### src/rtl/kmeans_pkg.sv
// Shared definitions for the K-means seeding front end.
// Contents:
//   IDX_W_DEF, NUM_POINTS_DEF : default index width / point count
//   K_MAX                     : largest supported centroid count
//   seed_state_e              : centroid_seed_select state encoding
//   slot_width()              : width of a centroid slot number (min 1)
package kmeans_pkg;

  localparam int unsigned IDX_W_DEF      = 13;
  localparam int unsigned NUM_POINTS_DEF = 5000;
  localparam int unsigned K_MAX          = 8;

  typedef enum logic [1:0] {
    ST_IDLE    = 2'd0,
    ST_COLLECT = 2'd1,
    ST_EMIT    = 2'd2,
    ST_DONE    = 2'd3
  } seed_state_e;

  // Slot numbers need at least one bit even when K == 1.
  function automatic int unsigned slot_width(input int unsigned k);
    return (k > 1) ? $clog2(k) : 1;
  endfunction

endpackage

### src/rtl/seed_dup_check.sv
// Combinational duplicate detector for the seed table.
// Ports:
//   cand     : candidate index
//   seed_tbl : K-entry table of accepted indices
//   count    : number of valid entries (entries 0..count-1 are compared)
//   hit_c    : candidate equals a valid table entry
module seed_dup_check
  import kmeans_pkg::*;
#(
  parameter int unsigned K     = 4,
  parameter int unsigned IDX_W = IDX_W_DEF,
  parameter int unsigned CNT_W = $clog2(K + 1)
) (
  input  logic [IDX_W-1:0]        cand,
  input  logic [K-1:0][IDX_W-1:0] seed_tbl,
  input  logic [CNT_W-1:0]        count,
  output logic                    hit_c
);

  // K-way compare, masked so stale entries from earlier rounds never match.
  always_comb begin
    hit_c = 1'b0;
    for (int unsigned i = 0; i < K; i++) begin
      if ((CNT_W'(i) < count) && (seed_tbl[i] == cand)) begin
        hit_c = 1'b1;
      end
    end
  end

endmodule

### src/rtl/centroid_seed_select.sv
// Picks K distinct in-range point indices from the Random_2 stream and
// streams them to the centroid-load stage.
// Optional build macro: SEED_TIMEOUT_EN (forced fallback seed after
// MAX_TRIES consecutive rejects; without it fallback is tied 0).
// Ports:
//   clk, rst        : clock, asynchronous active-low reset
//   start           : one-cycle round request (honoured only when idle)
//   rnd             : Random_2 count, sampled every COLLECT cycle
//   busy            : round in progress
//   idx_valid/ready : seed handshake
//   idx_out         : seed point index
//   idx_slot        : centroid slot for idx_out
//   done            : one-cycle pulse after the last seed is taken
//   fallback        : sticky per round, a seed was forced
module centroid_seed_select
  import kmeans_pkg::*;
#(
  parameter int unsigned K          = 4,
  parameter int unsigned IDX_W      = IDX_W_DEF,
  parameter int unsigned NUM_POINTS = NUM_POINTS_DEF,
  parameter int unsigned MAX_TRIES  = 64,
  localparam int unsigned SLOT_W    = slot_width(K)
) (
  input  logic              clk,
  input  logic              rst,
  input  logic              start,
  input  logic [IDX_W-1:0]  rnd,
  output logic              busy,
  output logic              idx_valid,
  input  logic              idx_ready,
  output logic [IDX_W-1:0]  idx_out,
  output logic [SLOT_W-1:0] idx_slot,
  output logic              done,
  output logic              fallback
);

  localparam int unsigned CNT_W = $clog2(K + 1);

  // A misconfigured instance refuses to start rather than emit bad seeds.
  localparam bit PARAMS_OK = (K >= 1) && (K <= K_MAX) && (NUM_POINTS >= K) &&
                             (64'(NUM_POINTS) <= (64'(1) << IDX_W)) &&
                             (MAX_TRIES >= 1);

  seed_state_e             state_q, state_d;
  logic [CNT_W-1:0]        cnt_q, cnt_d;
  logic [K-1:0][IDX_W-1:0] tbl_q, tbl_d;
  logic                    busy_q, busy_d;
  logic                    idx_valid_q, idx_valid_d;
  logic [IDX_W-1:0]        idx_out_q, idx_out_d;
  logic [SLOT_W-1:0]       idx_slot_q, idx_slot_d;
  logic                    done_q, done_d;

  logic [IDX_W-1:0]        cand_c;
  logic                    in_range_c;
  logic                    hit_c;
  logic                    accept_c;

`ifdef SEED_TIMEOUT_EN
  localparam int unsigned TRY_W = $clog2(MAX_TRIES + 1);

  logic [TRY_W-1:0] rej_q, rej_d;
  logic [IDX_W-1:0] probe_q, probe_d;
  logic             fallback_q, fallback_d;
  logic             forcing_c;

  // Once the reject budget is spent, the probe replaces rnd as candidate
  // and walks upward from 0 past table hits until a free index is found.
  assign forcing_c = (rej_q == TRY_W'(MAX_TRIES));
  assign cand_c    = forcing_c ? probe_q : rnd;
  assign fallback  = fallback_q;
`else
  assign cand_c    = rnd;
  assign fallback  = 1'b0;
`endif

  assign in_range_c = ({1'b0, cand_c} < (IDX_W + 1)'(NUM_POINTS));
  assign accept_c   = in_range_c & ~hit_c;

  // Single comparator serves both the random candidate and the probe.
  seed_dup_check #(
    .K     (K),
    .IDX_W (IDX_W),
    .CNT_W (CNT_W)
  ) u_dup_check (
    .cand     (cand_c),
    .seed_tbl (tbl_q),
    .count    (cnt_q),
    .hit_c    (hit_c)
  );

  // Next-state and registered-output logic.
  always_comb begin
    state_d     = state_q;
    cnt_d       = cnt_q;
    tbl_d       = tbl_q;
    busy_d      = busy_q;
    idx_valid_d = idx_valid_q;
    idx_out_d   = idx_out_q;
    idx_slot_d  = idx_slot_q;
    done_d      = 1'b0;
`ifdef SEED_TIMEOUT_EN
    rej_d       = rej_q;
    probe_d     = probe_q;
    fallback_d  = fallback_q;
`endif

    unique case (state_q)
      ST_IDLE: begin
        if (start && PARAMS_OK) begin
          state_d = ST_COLLECT;
          busy_d  = 1'b1;
          cnt_d   = '0;
`ifdef SEED_TIMEOUT_EN
          rej_d      = '0;
          probe_d    = '0;
          fallback_d = 1'b0;
`endif
        end
      end

      ST_COLLECT: begin
        if (accept_c) begin
          for (int unsigned i = 0; i < K; i++) begin
            if (cnt_q == CNT_W'(i)) begin
              tbl_d[i] = cand_c;
            end
          end
          cnt_d = cnt_q + CNT_W'(1);
          if (cnt_q == CNT_W'(K - 1)) begin
            // tbl_d already holds this cycle's write, which matters for K == 1.
            state_d     = ST_EMIT;
            idx_valid_d = 1'b1;
            idx_slot_d  = '0;
            idx_out_d   = tbl_d[0];
          end
        end
`ifdef SEED_TIMEOUT_EN
        if (accept_c) begin
          rej_d   = '0;
          probe_d = '0;
          if (forcing_c) begin
            fallback_d = 1'b1;
          end
        end else if (forcing_c) begin
          probe_d = probe_q + IDX_W'(1);
        end else begin
          rej_d = rej_q + TRY_W'(1);
        end
`endif
      end

      ST_EMIT: begin
        if (idx_ready) begin
          if (idx_slot_q == SLOT_W'(K - 1)) begin
            state_d     = ST_DONE;
            idx_valid_d = 1'b0;
            busy_d      = 1'b0;
            done_d      = 1'b1;
          end else begin
            idx_slot_d = idx_slot_q + SLOT_W'(1);
            idx_out_d  = tbl_q[idx_slot_d];
          end
        end
      end

      ST_DONE: begin
        state_d = ST_IDLE;
      end

      default: begin
        state_d = ST_IDLE;
      end
    endcase
  end

  // State and output registers; reset aborts any round in flight.
  always_ff @(posedge clk or negedge rst) begin
    if (!rst) begin
      state_q     <= ST_IDLE;
      cnt_q       <= '0;
      tbl_q       <= '0;
      busy_q      <= 1'b0;
      idx_valid_q <= 1'b0;
      idx_out_q   <= '0;
      idx_slot_q  <= '0;
      done_q      <= 1'b0;
`ifdef SEED_TIMEOUT_EN
      rej_q       <= '0;
      probe_q     <= '0;
      fallback_q  <= 1'b0;
`endif
    end else begin
      state_q     <= state_d;
      cnt_q       <= cnt_d;
      tbl_q       <= tbl_d;
      busy_q      <= busy_d;
      idx_valid_q <= idx_valid_d;
      idx_out_q   <= idx_out_d;
      idx_slot_q  <= idx_slot_d;
      done_q      <= done_d;
`ifdef SEED_TIMEOUT_EN
      rej_q       <= rej_d;
      probe_q     <= probe_d;
      fallback_q  <= fallback_d;
`endif
    end
  end

  assign busy      = busy_q;
  assign idx_valid = idx_valid_q;
  assign idx_out   = idx_out_q;
  assign idx_slot  = idx_slot_q;
  assign done      = done_q;

endmodule

### config.mk
export PLATFORM = sky130hd
export DESIGN_NAME = centroid_seed_select
export DESIGN_NICKNAME = d
export VERILOG_FILES = /design/src/rtl/kmeans_pkg.sv /design/src/rtl/seed_dup_check.sv /design/src/rtl/centroid_seed_select.sv
export SDC_FILE = /design/constraint.sdc
export NUM_CORES = 1
export LEC_CHECK = 0
export BUFFER_PORTS_ARGS = -buffer_cell sky130_fd_sc_hd__buf_4
export CAP_MARGIN = 20
export CORE_UTILIZATION = 55
export DETAILED_ROUTE_END_ITERATION = 6
export HOLD_SLACK_MARGIN = 0.1
export PLACE_DENSITY = 0.76
export SLEW_MARGIN = 10
export SYNTH_ARGS = -nofsm -noshare
export SYNTH_HDL_FRONTEND = slang
export SYNTH_SLANG_ARGS = --single-unit
### constraint.sdc
create_clock -name clk -period 3.33 [get_ports clk]
set_input_delay 0.1665 -clock clk [delete_from_list [all_inputs] [get_ports clk]]
set_output_delay 0.1665 -clock clk [all_outputs]
set_load 0.03 [all_outputs]
# Word-level counts from Yosys, hierarchy flattened
# Cells that the tools add are included.
word_totals:
  wordCells: 92
  reg_bits: 75
  out_inout_bits: 19
  input_bits: 17
classes:
  n_mux: 36
  eq_ne: 17
  n_addsub: 2
  reduce_logical: 18
  n_lt_le_gt_ge: 6
  bitwise: 2
op_table:
  columns: ["cell", "n"]
  rows:
  - ["$mux 13", 6]
  - ["$eq 13x13->1", 4]
  - ["$bmux 13 s2", 1]
  - ["$pmux 13 s2", 1]
  - ["$mux 2", 9]
  - ["$reduce_and 5->1", 3]
  - ["$lt 13x13->1 const B", 1]
  - ["$mux 1", 12]
  - ["$ne 2x2->1 const B", 6]
  - ["$reduce_and 3->1", 4]
  - ["$pmux 2 s4", 1]
  - ["$eq 2x2->1 const B", 3]
  - ["$eq 3x2->1 const B", 2]
  - ["$lt 1x3->1 const A", 2]
  - ["$lt 2x3->1 const A", 2]
  - ["$mux 3", 2]
  - ["$pmux 3 s2", 1]
  - ["$reduce_bool 2->1", 3]
  - ["$logic_and 1x1->1", 4]
  - ["$pmux 1 s2", 2]
  - ["$pmux 2 s2", 1]
  - ["$reduce_and 4->1", 1]
  - ["$add 3x1->3 const B", 1]
  - ["$eq 3x1->1 const B", 1]
  - ["8 further kinds", 8]

# Logic depth before layout (Yosys ltp)
# Gate-level depths: netlist (run 1).
depth:
  depth_word: 10
  depth_mapped: 10
  mapped_depth_nobuf: 7

# By module
# From an unflattened synthesis (run 1), not the netlist that was laid out.
hier_totals:
  cells_unflattened: 366
  area_unflattened_um2: 4504.3
modules_own_cells:
  columns: ["mod", "cells_per_inst", "area_per_inst_um2", "seq_area_each_um2", "n_inst"]
  rows:
  - ["centroid_seed_select", 291, 3913.8, 1876.8, 1]
  - ["seed_dup_check", 75, 590.6, 0.0, 1]

# Least setup slack after synthesis (run 1)
# Ideal clock, no wire load.
synth_path:
  path_type: "register to register"
  from: "reg idx_slot_q[0], in the netlist idx_slot[0]"
  to: "reg idx_out_q[12], in the netlist idx_out[12]"
  synth_period_minus_slack_ps: 2518
  setup_slack_ps: 812
  stages_incl_launch_ff: 8
  arrival_ps: 2392
  setup_ps: 125
  required_time_ps: 3205
  path_buffers: 2
  cell_sequence: "dfrtp_1 ha_1 clkbuf_1 buf_2 mux4_2 nand2_1 o21ai_0 mux2_4"
synth_via:
  elab_chain_cells: 6
  word_cells_on_any_way: 9
  classes_between: "add/sub: 1; eq/ne: 2; mux: 5; reduce/logical: 1"
synth_lines:
  columns: ["element", "line_no", "text"]
  rows:
  - ["start: declaration", "centroid_seed_select.sv:50", "logic [SLOT_W-1:0] idx_slot_q, idx_slot_d;"]
  - ["start signal: assignment", "centroid_seed_select.sv:199", "idx_slot_q <= idx_slot_d;"]
  - ["$add 2x1->2", "centroid_seed_select.sv:160", "idx_slot_d = idx_slot_q + SLOT_W'(1);"]
  - ["$bmux 13 s2", "centroid_seed_select.sv:161", "idx_out_d = tbl_q[idx_slot_d];"]
  - ["$mux 13 (not written as such)", "centroid_seed_select.sv:161", null]
  - ["$mux 13", "centroid_seed_select.sv:154", "if (idx_slot_q == SLOT_W'(K - 1)) begin"]
  - ["$mux 13", "centroid_seed_select.sv:153", "if (idx_ready) begin"]
  - ["$pmux 13 s2", "centroid_seed_select.sv:107", "unique case (state_q)"]
  - ["end signal: assignment", "centroid_seed_select.sv:198", "idx_out_q <= idx_out_d;"]
  - ["end: declaration", "centroid_seed_select.sv:49", "logic [IDX_W-1:0] idx_out_q, idx_out_d;"]
# Several ways; a longest one is shown, not always the timed one. The select of a mux whose other input is x is not followed.
# A chain may end at the register's enable or synchronous reset.

# Final worst setup path (run 1)
layout_path:
  from: "reg cnt_q[2]"
  to: "reg tbl_q[51] (netlist name)"
layout_via:
  elab_chain_cells: 9
  word_cells_on_any_way: 16
  classes_between: "order compare: 4; eq/ne: 1; mux: 4; bitwise: 2; reduce/logical: 5"
layout_lines:
  columns: ["element", "line_no", "text"]
  rows:
  - ["start: declaration", "centroid_seed_select.sv:45", "logic [CNT_W-1:0] cnt_q, cnt_d;"]
  - ["start signal: assignment", "centroid_seed_select.sv:194", "cnt_q <= cnt_d;"]
  - ["$lt 1x3->1", "seed_dup_check.sv:24", "if ((CNT_W'(i) < count) && (seed_tbl[i] == cand)) begin"]
  - ["$logic_and 1x1->1", "seed_dup_check.sv:24", null]
  - ["$mux 1 (4 in series)", "seed_dup_check.sv:24", null]
  - ["$not 1->1", "centroid_seed_select.sv:77", "assign accept_c = in_range_c & ~hit_c;"]
  - ["$and 1x1->1", "centroid_seed_select.sv:77", null]
  - ["$reduce_and 3->1 (no source line) (*)", null, null]
  - ["end signal: assignment", "centroid_seed_select.sv:195", "tbl_q <= tbl_d;"]
  - ["end: declaration", "centroid_seed_select.sv:46", "logic [K-1:0][IDX_W-1:0] tbl_q, tbl_d;"]
# Every way passes the cells marked *; elsewhere a longest branch is shown, timed or not.

==> run summary, run 1 <==
status: finished, final reports clean
clock network fraction of design power: 15.2%
Setup Fix Bufs, Post-CTS: 0
Reg area: 0.00188 sq mm
synthesized flop and latch total: 75
R2R Setup Slk: 620 ps
ANT cells: 0
Met3 Routed Length: 409 um
RSZ-0062 raised after global routing: false
Slew @ Worst Pin: 956 ps
detailed-route via count: 2975
clk sink count: 75
Core Area: 0.00818 sq mm
Core Util, Final: 61.9%
Seq/Total Area, Yosys: 40.6%
I/O pin count: 36
Crit. End Element: flop
post-detailed-route DRC marker count: 0
Worst Setup Start Kind: flop
period utilization: 81.4%
Crit Path Max Fanout: 11
max cap viols: 0
setup TNS: 0 ps
pwr/cell area: 963 mW/mm^2
final-report hold violation count: 0
clock slew at reported path FFs: 90 ps
Clock Skews: 10.8 ps
Final Non-Filler Cells: 499
fmax: 0.369 GHz
Via-to-Cell Ratio: 5.96
fin. max-slew vios: 0
M1 WL: 4670 um
FP Rows: 33
cell count after synthesis: 365
total grt overflow: 0
All-Layer GR Usage: 25.4%
antenna violations before repair: 0
Placed Cells: 481
wire length on met2: 4740 um
CP required: 3580 ps
Mean Syn Cell Area: 12.7 sq um
detailed-route wire length: 10000 um
Comb power frac: 49.8%
nets: 413
die area: 0.00878 sq mm
multi-input logic area: 0.00249 sq mm
commonest non-fill, non-tap cells in the layout: dfrtp_1, buf_4, xnor2_1
largest net degree at the start of global routing: 76
mapped cell area: 0.00463 sq mm
Final Critical Period: 2710 ps
distinct cell type count after synthesis: 44
Worst EP arrival: 2960 ps
layout cells sized above 1: 33.2%
number of H-tree levels: 3
root buf cell: clkbuf_8
Syn. warnings: 0
CP Cell Sequence: nor2_1, a211oi_1, a32oi_2, and4_1, buf_4, mux2_4
Filler cells: 649
Worst path slowest cell: and4_1
number of flops mapped to enable cells by yosys: 0
most common cell after layout, fill and taps aside: dfrtp_1
net load switching power: 0.00192 W
CTS Buf Count: 9
Slew Limit Headroom: 36.2%
initial core utilization: 56.6%
vias in the first global route: 2979
Placer Congestion: 0.855
Sw Ratio: 39.4%
CTS tree: built
drt pass-1 iters: 4
CP Class: flop to flop
Hold Crit Class: input port to flop
Seq pwr share: 35.0%
clk buf depth: 2
area delta synth->final: 9.41%
Post-DP Area: 0.00484 sq mm
final instance area: 0.00506 sq mm
die width: 93.7 um
top_reg_cell synth: dfrtp_1
Routed Antenna Nets: 0
Pint: 0.00295 W
Static Leak: 2.17 nW
async set-or-reset flop fraction in the synthesized netlist: 100%
Net Count, Synth: 389
first-pass GRT wire length: 16500 um
top sig layer: met4
Post-DP HPWL: 7020 um
Avg WL per Cell: 20.1 um
final setup fails: 0
worst skew pair latency: 360 ps
Critical Path Max Stage Delay: 700 ps
Port-buffer cells: 34
DRT iter0 DRCs: 209
chip height: 93.7 um
Worst VDD drop: 387 uV
-- per-stage QoR --
step	worst slack [ps]	hold WS (ps)	power, W
global placement	750	378	0.00406
finish	618	120	0.00488
CTS	654	118	0.00489
global route	479	130	0.00518
detailed placement	663	391	0.00415
floorplan	812	-129	0.00354
-- power groups by stage --
| stage | registers [W] | clock network [W] | logic [W] |
|---|---|---|---|
| 2_1_floorplan | 0.00177 | 0 | 0.00177 |
| 3_3_place_gp | 0.00168 | 0 | 0.00237 |
| 3_5_place_dp | 0.00172 | 0 | 0.00243 |
| 4_1_cts | 0.00170 | 0.000742 | 0.00245 |
| 5_1_grt | 0.00176 | 0.000786 | 0.00263 |
| 6_report | 0.00171 | 0.000739 | 0.00243 |
-- flip-flops by register name (all words and copies together) (netlist names) --
register,count
idx_out,13
cnt_q,3
state_q,2
tbl_q,52
idx_valid,1
idx_slot,2
busy,1
done,1
-- cells in the mapped netlist, types with 3 or more instances --
library cell  number  area share (%)
dfrtp_1           75              41
xnor2_1           33             6.2
mux2_4            28             9.1
mux2_1            20             4.9
o21ai_0           20             2.2
mux2_2            19             4.6
xor2_1            19             3.6
nand2_1           18             1.5
mux2i_1           16             3.5
mux4_2            13             6.3
buf_4             10             1.6
buf_6             10             2.4
nand4_1            9             1.2
nor2_1             8            0.65
clkbuf_1           7            0.57
ha_1               7             1.9
inv_1              7            0.57
nor4_2             5             1.4
buf_2              4            0.43
nor2b_1            4            0.54
nand3_1            3            0.32
nor3_1             3            0.32
-- metal layers --
layer	track usage, %	vias to the layer above
li1	-	1340
met1	35.5	1541
met2	39.5	76
met3	4.13	18
met4	9.74	0
met5	0	-
-- worst max-delay path, delay by kind of cell (launching register included) --
family	cells	cell delay [ps]
buffers and inverters	1	300
AND/OR/NAND/NOR	2	940
AO/OA/AOI/OAI	2	520
flip-flops	1	530
multiplexers	1	310
-- worst paths after layout --
kind / start / endpoint / depth (start not counted)
worst max-delay path: cnt_q[2]$_DFFE_PN0P_ / tbl_q[51]$_DFFE_PN0P_ / 6
worst min-delay path: rnd[2] / tbl_q[28]$_DFFE_PN0P_ / 2
worst max register to register: cnt_q[2]$_DFFE_PN0P_ / tbl_q[51]$_DFFE_PN0P_ / 6
worst min register to register: idx_out[0]$_DFFE_PN0P_ / idx_out[0]$_DFFE_PN0P_ / 1
max in group asynchronous: rst / tbl_q[11]$_DFFE_PN0P_ / 2
min in group asynchronous: rst / tbl_q[14]$_DFFE_PN0P_ / 2
-- logic make-up (layout without fill, tap and decap cells) --
family	after synthesis	count (layout)	synth area share (%)
muxes	96	96	28.4
DFF	75	75	40.6
and+or+nand+nor	63	63	8.60
xor gates and xnor gates	52	52	9.84
buffers and inverters	38	67	5.62
AOI/OAI and AO/OA	33	33	5.03
adders and majority gates	7	7	1.89
other	1	1	0.0810
-- cell type report --
class	count	share of cell area, %
clock inverters	6	1.43
clock buffers	10	2.52
repair buffers	44	6.62
flip-flops and latches	75	37.1
well taps	105	2.60
inverters	7	0.519
multi-input cells	252	49.2
-- repair_timing --
action / 4_1_cts / 5_1_grt
hold buffers: 2 / 0
resized for setup: 0 / 0
endpoints found under the hold margin: 76 / 0
No activity file was read; power rests on OpenSTA's default activity.
==> run 2: changes to the inputs <==
--- a/config.mk
+++ b/config.mk
@@ -10,7 +10,7 @@
 export CORE_UTILIZATION = 55
 export DETAILED_ROUTE_END_ITERATION = 6
 export HOLD_SLACK_MARGIN = 0.1
-export PLACE_DENSITY = 0.76
+export PLACE_DENSITY = 0.79
 export SLEW_MARGIN = 10
 export SYNTH_ARGS = -nofsm -noshare
 export SYNTH_HDL_FRONTEND = slang
==> constraint.sdc (replaced) <==
create_clock -name clk -period 2.23 [get_ports clk]
set_input_delay 0.1115 -clock clk [delete_from_list [all_inputs] [get_ports clk]]
set_output_delay 0.1115 -clock clk [all_outputs]
set_load 0.03 [all_outputs]
==> run 2 against run 1 <==
Effect of this change:
- the flow now finishes with violations (setup timing)
- sequential share of layout area down 5.4 points
- wire length is 20% higher
- hold slack got worse by 19 ps
- sequential power is 46% higher
- non-clock buffer count rose by 77
- count of clock-buffer cells in the layout grew 1
- maximum frequency grew 18%
- die area unchanged
- final cell count up 16%
- critical path type unchanged
- critical endpoint is now tbl_q[14]$_DFFE_PN0P_
==> run summary, run 2 (synthesized netlist as in run 1, its figures left out) <==
Worst VDD drop: 734 uV (+90%)
I/O pin count: 36 (unchanged)
number of H-tree levels: 3 (unchanged)
Placer Congestion: 0.835 (-2.4%)
fin. max-slew vios: 0 (unchanged)
worst slack, placed: -276 ps (-939 ps)
CTS Buf Count: 9 (unchanged)
drt pass-1 iters: 4 (unchanged)
Critical Path Most Common Cell: buf_4
Static Leak: 2.65 nW (+22%)
Avg WL per Cell: 20.8 um (+3.6%)
most common cell after layout, fill and taps aside: buf_4
Routed Antenna Nets: 0 (unchanged)
Crit. End Element: flop
clk sink count: 75 (unchanged)
clock slew at reported path FFs: 80 ps (about the same)
die width: 93.7 um (unchanged)
Clock Skews: 13.3 ps (+2.49 ps)
largest net degree at the start of global routing: 42 (-45%)
worst setup margin: -60.7 ps (-679 ps)
nets: 491 (+19%)
Via-to-Cell Ratio: 5.77 (-3.2%)
WHS: 101 ps (-18.9 ps)
final-report hold violation count: 0 (unchanged)
status: finished, violations left
Critical Path Max Stage Delay: 430 ps (-270 ps)
Largest Register: tbl_q
Worst path slowest cell: dfrtp_1
max cap viols: 0 (unchanged)
vias in the first global route: 3469 (+16%)
Slew @ Worst Pin: 541 ps (-415 ps)
failing checks: setup timing
WP buf/inv: 2 (+1)
CP Cell Sequence: xnor2_2, nand4_1, nor3_2, a32oi_2, buf_4, nand3_4, nor4_4, buf_4, mux2_1
clk buf depth: 2 (unchanged)
worst skew pair latency: 360 ps (about the same)
Crit Path Max Fanout: 7 (-4)
total grt overflow: 0 (unchanged)
die area: 0.00878 sq mm (unchanged)
root buf cell: clkbuf_8
antenna violations before repair: 0 (unchanged)
fmax: 0.437 GHz (+18%)
Worst EP arrival: 2530 ps (-430 ps)
pwr/cell area: 1430 mW/mm^2 (+49%)
CP top delay family: simple AND/OR/NAND/NOR gates
Hold Path Stages: 2 (unchanged)
CP required: 2470 ps (-1110 ps)
RSZ-0062 raised after global routing: true
area delta synth->final: 28.3%
Core Area: 0.00818 sq mm (unchanged)
Slew Limit Headroom: 63.9% (+28 points)
CP Class: flop to flop
final setup fails: 29 (+29)
Final Critical Period: 2290 ps (-421 ps)
Worst Setup Start Kind: flop
detailed-route via count: 3330 (+12%)
FP Rows: 33 (unchanged)
Core Util, Final: 72.6% (+11 points)
Worst R2R Path Depth: 9 (+3)
chip height: 93.7 um (unchanged)
Final Non-Filler Cells: 577 (+16%)
first-pass GRT wire length: 18700 um (+13%)
DRT iter0 DRCs: 278 (+33%)
post-detailed-route DRC marker count: 0 (unchanged)
Port-buffer cells: 34 (unchanged)
CTS tree: built
Worst path depth: 9 (+3)
Placed Cells: 538 (+12%)
ANT cells: 0 (unchanged)
setup TNS: -914 ps (-914 ps)
Hold Crit Class: input port to flop
number of flip-flops in the largest register: 52 (unchanged)
layout cells sized above 1: 45.6% (+12 points)
All-Layer GR Usage: 28.7% (+3.3 points)
period utilization: 103% (+21 points)
Post-DP HPWL: 7900 um (+13%)
Filler cells: 542 (-16%)
detailed-route wire length: 12000 um (+20%)
initial core utilization: 56.6% (unchanged)
commonest non-fill, non-tap cells in the layout: buf_4, dfrtp_1, mux2_4
==> run 2: cell types whose count changed in the layout (fill, tap and decap cells not counted), sizes merged, moves of 2 or more <==
cell / delta
inv: -2
bufinv: +3
buf: +62
dlygate4sd3: +15
==> run 2: area by class of cell <==
cell class	instances	area (sq um)	area share, %
tap	105	131	2.21
clock buffer	11	141	2.38
multi-input combinational	253	2640	44.4
timing repair buffer	121	996	16.8
sequential	75	1880	31.6
clock inverter	5	125	2.11
inverter	7	26.3	0.443
==> run 2: routing by layer <==
metal	part of all wire, %	GRT usage [%]	vias to the layer above
li1	-	-	1496
met5	0	0	-
met1	44	36.8	1725
met4	1.1	7.82	0
met2	51	49.0	98
met3	4.5	6.07	11
==> run 2: power by group <==
part / internal (W) / switching [W]
logic: 0.00251 / 0.00209
registers: 0.00196 / 0.000528
clock network: 0.000886 / 0.000522
total: 0.00536 / 0.00314
==> run 2: path summary, 6_finish.rpt <==
path,startpoint,end,slack [ps]
max,tbl_q[28]$_DFFE_PN0P_,tbl_q[14]$_DFFE_PN0P_,-60
min in group asynchronous,rst,tbl_q[18]$_DFFE_PN0P_,270
min,rnd[0],tbl_q[39]$_DFFE_PN0P_,100
min reg2reg,idx_out[7]$_DFFE_PN0P_,idx_out[7]$_DFFE_PN0P_,520
max in group asynchronous,rst,cnt_q[2]$_DFFE_PN0P_,1390
max reg2reg,tbl_q[28]$_DFFE_PN0P_,tbl_q[14]$_DFFE_PN0P_,-60
==> run 2: worst reg2reg max path: cells and delay by family (launching register included) <==
kind,cells,cell delay [ps]
AOI/OAI and AO/OA,1,290
xor gates and xnor gates,1,170
buffers and inverters,2,440
DFF,1,430
muxes,1,350
and+or+nand+nor,4,480
==> run 2: per-stage QoR <==
stage | cell area (sq um) | total power [W]
after floorplan | 4630 | 0.00529
after global placement | 5310 | 0.00655
after detailed placement | 5310 | 0.00672
after CTS | 5780 | 0.00823
after global routing | 5940 | 0.00891
final | 5940 | 0.00849
==> run 2: what timing repair did <==
item / 4_1_cts / 5_1_grt
pin swaps: 2 / 7
gates cloned: 1 / 0
hold buffers: 16 / 1
resized for setup: 6 / 22
setup buffers: 1 / 4
hold endpoints to repair: 58 / 1
endpoints found under the setup margin: 58 / 67
